==> src/rtl/xor_share_pkg.sv <==
// Shared types and constants for the bit-serial XOR sequencer.
// No logic; state encoding, requester IDs and counter sizing helper.
// Imported by every module of the block.
package xor_share_pkg;

    typedef enum logic [1:0] {
        IDLE  = 2'd0,
        SHIFT = 2'd1,
        DONE  = 2'd2
    } state_t;

    localparam logic REQ0 = 1'b0;
    localparam logic REQ1 = 1'b1;

    // Bit counter must hold WIDTH-1; a 1-bit result still needs a 1-bit counter.
    function automatic int cnt_width(input int w);
        return (w > 1) ? $clog2(w) : 1;
    endfunction

endpackage

==> src/rtl/nand_xor_cell.sv <==
// Single-bit XOR built from four 2-input NAND gates.
// Latency: purely combinational, zero cycles.
// Backpressure: none, stateless.
module nand_xor_cell (
    input  logic a,
    input  logic b,
    output logic y
);

    logic n_ab;
    logic n_a;
    logic n_b;

    assign n_ab = ~(a & b);
    assign n_a  = ~(a & n_ab);
    assign n_b  = ~(b & n_ab);
    assign y    = ~(n_a & n_b);

endmodule

==> src/rtl/xor_share_sequencer.sv <==
// Two-requester round-robin front end feeding one shared bit-serial XOR cell.
// Latency: result valid WIDTH cycles after the accept edge; WIDTH+2 cycles per op minimum.
// Backpressure: result held stable while res_ready is low; no request accepted until drained.
module xor_share_sequencer
    import xor_share_pkg::*;
#(
    parameter int WIDTH = 8
) (
    input  logic             clk,
    input  logic             rst_n,
    input  logic             req0_valid,
    output logic             req0_ready,
    input  logic [WIDTH-1:0] req0_a,
    input  logic [WIDTH-1:0] req0_b,
    input  logic             req1_valid,
    output logic             req1_ready,
    input  logic [WIDTH-1:0] req1_a,
    input  logic [WIDTH-1:0] req1_b,
    output logic             res_valid,
    input  logic             res_ready,
    output logic [WIDTH-1:0] res_data,
    output logic             res_parity,
    output logic             res_id,
    output logic             busy
);

    localparam int CW = cnt_width(WIDTH);

    state_t           state_q;
    state_t           state_d;
    logic             last_grant_q;
    logic [WIDTH-1:0] a_q;
    logic [WIDTH-1:0] b_q;
    logic [WIDTH-1:0] res_q;
    logic             par_q;
    logic             id_q;
    logic [CW-1:0]    cnt_q;

    logic             grant0;
    logic             grant1;
    logic             accept;
    logic             shift_en;
    logic             last_bit;
    logic             cell_y;
    logic [WIDTH:0]   res_ext;

    // On a tie the requester that was not served last wins.
    assign grant0 = req0_valid && (!req1_valid || (last_grant_q == REQ1));
    assign grant1 = req1_valid && (!req0_valid || (last_grant_q == REQ0));

    assign req0_ready = (state_q == IDLE) && grant0 && rst_n;
    assign req1_ready = (state_q == IDLE) && grant1 && rst_n;
    assign accept     = req0_ready || req1_ready;

    assign shift_en = (state_q == SHIFT);
    assign last_bit = (cnt_q == CW'(WIDTH - 1));

    nand_xor_cell u_cell (
        .a (a_q[0]),
        .b (b_q[0]),
        .y (cell_y)
    );

    // Cell output enters at the MSB so the word is LSB-aligned after WIDTH shifts.
    assign res_ext = {cell_y, res_q};

    always_ff @(posedge clk or negedge rst_n) begin
        if (!rst_n) begin
            state_q <= IDLE;
        end else begin
            state_q <= state_d;
        end
    end

    always_comb begin
        state_d = state_q;
        case (state_q)
            IDLE:    if (accept) state_d = SHIFT;
            SHIFT:   if (last_bit) state_d = DONE;
            DONE:    if (res_ready) state_d = IDLE;
            default: state_d = IDLE;
        endcase
    end

    always_ff @(posedge clk or negedge rst_n) begin
        if (!rst_n) begin
            last_grant_q <= REQ1;
            a_q          <= '0;
            b_q          <= '0;
            res_q        <= '0;
            par_q        <= 1'b0;
            id_q         <= REQ0;
            cnt_q        <= '0;
        end else if (accept) begin
            a_q          <= req0_ready ? req0_a : req1_a;
            b_q          <= req0_ready ? req0_b : req1_b;
            id_q         <= req0_ready ? REQ0 : REQ1;
            last_grant_q <= req0_ready ? REQ0 : REQ1;
            res_q        <= '0;
            par_q        <= 1'b0;
            cnt_q        <= '0;
        end else if (shift_en) begin
            a_q   <= a_q >> 1;
            b_q   <= b_q >> 1;
            res_q <= res_ext[WIDTH:1];
            par_q <= par_q ^ cell_y;
            cnt_q <= cnt_q + CW'(1);
        end
    end

    assign res_valid  = (state_q == DONE);
    assign res_data   = res_q;
    assign res_parity = par_q;
    assign res_id     = id_q;
    assign busy       = (state_q != IDLE);

endmodule

==> config.mk <==
export PLATFORM = sky130hd
export DESIGN_NAME = xor_share_sequencer
export DESIGN_NICKNAME = d
export VERILOG_FILES = /design/src/rtl/xor_share_pkg.sv /design/src/rtl/nand_xor_cell.sv /design/src/rtl/xor_share_sequencer.sv
export SDC_FILE = /design/constraint.sdc
export NUM_CORES = 1
export LEC_CHECK = 0
export CAP_MARGIN = 20
export CORE_MARGIN = 2
export CORE_UTILIZATION = 40
export CTS_BUF_LIST = sky130_fd_sc_hd__clkbuf_2
export DETAILED_ROUTE_END_ITERATION = 16
export PLACE_DENSITY = 0.8
export SYNTH_ARGS = -nofsm -noshare
export SYNTH_HDL_FRONTEND = slang
export SYNTH_SLANG_ARGS = --single-unit
==> constraint.sdc <==
create_clock -name clk -period 3.9 [get_ports clk]
set_input_delay 0.78 -clock clk [delete_from_list [all_inputs] [get_ports clk]]
set_output_delay 0.78 -clock clk [all_outputs]
set_load 0.02 [all_outputs]
==> metrics.txt <==
Port Buffer Count=50; status=finished clean; Seq/Total Area, Yosys=0.4648; Num CTS Buffers=5; Area Growth Syn to Fin=29.59%; Least-Margin Pin Slew=1.007 ns; Worst VDD drop=243.9 uV; Root Buffer=clkbuf_2; die height=between 60 and 70 um; TNS Setup=0 ns; # nets final=262; Synth Area in Compound Gates=0.1465; Ys Warns=0; Worst Path Max Fanout=5; CP Class=primary input to output pin; min-delay worst type=flop to flop; CTS tree=yes; Syn Area/Cell=between 9 and 10 um^2; GPL Wtd Cong=0.6977; unrepaired setup endpoints after global routing=no; Chip Width=69.68 um; first-pass GRT wire length=between 6000 and 7000 um; Tot Pwr=0.001528 W; row cnt=23; Clock Tree Buf Depth=2; Post-Synth Adder-Cell Area=0.01450; worst hold start=b_q[7]; Initial Utilization=0.4222; most common cell after layout, fill and taps aside=clkdlybuf4s50_1; starting DRC count in detailed routing=80; Final Hold Fails=0; P per Cell Area=683.2 mW/mm^2; skew final=0.009946 ns; Mapped Area=0.001725 mm^2; Final Slew Violations=0; fin crit period=between 3 and 4 ns; vias in the first global route=1472; CP endpoint kind=output pin; FF-to-FF Start=state_q[1]; P_leak=between 0.9 and 1 nW; wire per inst=13.11 um; first-pass iteration count of the detailed router=4; Critical Path RT=3.12 ns; Max Clk Rate=305.7 MHz; post-synthesis register bit count=32; initial antenna violation count=0; core box area=0.004086 mm^2; DRC=0; total track usage=0.1598; routed wire length=3592 um; Arr. time, crit path=2.49 ns; GRT Residual Overflow=0; vias per cell=5.062; Hold Path Stages=2; syn nets=213; XOR/XNOR Fraction of Synth Area=0.01523; diodes inserted=0; H-tree depth=2; Final Core Density=0.5472; I/O pins=51; Max-slew headroom=0.3286; post-synthesis mux area share=0.09282; Reg clk slew, reported paths=0.15 ns; vias post-DR=about 1400; final setup vio count=0; DRT antenna net count=0; Post-CTS Resized=0; layout cell share with drive strength beyond 1=0.1161; Worst-Skew Late Latency=around 0.35 ns; Fill cells=387; main combinational cell family by area after synthesis=simple AND/OR/NAND/NOR gates; pin count of the biggest net entering global routing=34; DP HPWL=between 2000 and 3000 um; most frequent cells in the layout=clkdlybuf4s50_1 (50), nand2_1 (40), dfrtp_1 (31); hold-fix buffers at CTS=0; post-CTS setup repair buffer count=0; hold_ws=between 0.5 and 0.6 ns; maxcap violations=0; Synth Instances=174; distinct cell type count after synthesis=32; crit path from=rst_n; startpoint types=primary input; simple-gate share of the synthesized area=0.1936; Sink Count=32; Tcrit/Tclk final=0.8387; die area=between 0.004 and 0.005 mm^2; R2R depth=3
synthesized netlist by cell type:
cell / instances / area, um^2
o22ai_1: 1 / 6.260
a21oi_1: 20 / 100.1
buf_4: 2 / 15.01
o31ai_1: 1 / 7.510
buf_12: 2 / 40.04
buf_2: 2 / 10.01
nor3b_4: 1 / 18.77
dfrtp_1: 31 / 775.7
o21ai_1: 1 / 5.000
nor2_4: 2 / 22.52
nand2_1: 40 / 150.1
a211oi_1: 1 / 7.510
nor2b_4: 1 / 13.76
nand2b_1: 1 / 6.260
nor2b_1: 1 / 6.260
a221oi_2: 1 / 15.01
and3_1: 7 / 43.79
xnor2_1: 3 / 26.28
ha_1: 2 / 25.02
dfstp_2: 1 / 26.28
and3_4: 3 / 33.78
a31oi_1: 1 / 6.260
inv_1: 4 / 15.01
nand3_1: 2 / 10.01
o21ai_2: 1 / 8.760
a21oi_2: 3 / 26.28
o21ai_0: 10 / 50.05
mux2i_1: 16 / 160.2
buf_6: 4 / 45.04
a22o_2: 2 / 20.02
or2_2: 1 / 6.260
nor2_1: 6 / 22.52
power breakdown:
part	leakage, nW	switching [W]	total (W)	internal, W
sequential	0.401	0.000105	0.000592	0.000487
clock	0.0306	0.000106	0.000154	0.0000481
combinational	0.559	0.000410	0.000782	0.000371
total	0.990	0.000621	0.00153	0.000907
per-stage QoR:
stage	area, um^2	cells	worst slack, ns
floorplan	1725	174	1.500
global placement	2197	266	0.6273
detailed placement	2197	266	0.6113
CTS	2236	274	0.6071
global route	2236	274	0.4911
finish	2236	274	0.6291
state kept, by name, summed over array words and instances (netlist names):
signal / count
res_data: 8
res_parity: 1
state_q: 2
cnt_q: 3
res_id: 1
b_q: 8
a_q: 8
last_grant_q: 1
layout make-up:
cell class	instances	area, um^2	area share
Clock inverter	1	3.754	0.001679
Tap cell	50	62.56	0.02798
Inverter	4	15.01	0.006715
Sequential cell	32	802.0	0.3587
Multi-Input combinational cell	128	802.0	0.3587
Timing Repair Buffer	52	515.5	0.2306
Clock buffer	7	35.03	0.01567
logic make-up (layout without fill, tap and decap cells):
group | Yosys count | in the layout
AND/OR/NAND/NOR | 65 | 65
AO/OA/AOI/OAI | 42 | 42
flip-flops | 32 | 32
multiplexers | 16 | 16
buffers and inverters | 14 | 64
XOR/XNOR | 3 | 3
adder cells (fa/ha/maj) | 2 | 2
routing by layer:
layer | share of wire | vias up | track usage
li1 | - | 699 | -
met1 | 0.43 | 652 | 0.1842
met2 | 0.51 | 32 | 0.2863
met3 | 0.045 | 4 | 0.03924
met4 | 0.010 | 0 | 0.05769
met5 | 0 | - | 0
worst max-delay path, cell delays in order:
cell,delay (ns)
clkdlybuf4s50_1,0.53
nor3b_4,0.29
inv_1,0.09
a211oi_1,0.17
clkdlybuf4s50_1,0.63
final timing paths:
path                                end  slack [ns]
setup / recovery             req1_ready        0.63
hold / removal                   b_q[7]        0.53
setup reg to reg                 b_q[6]        1.93
hold reg to reg                  b_q[7]        0.53
max in group asynchronous  last_grant_q        2.66
min in group asynchronous    res_parity        0.91
(Power assumes the default switching activity.)
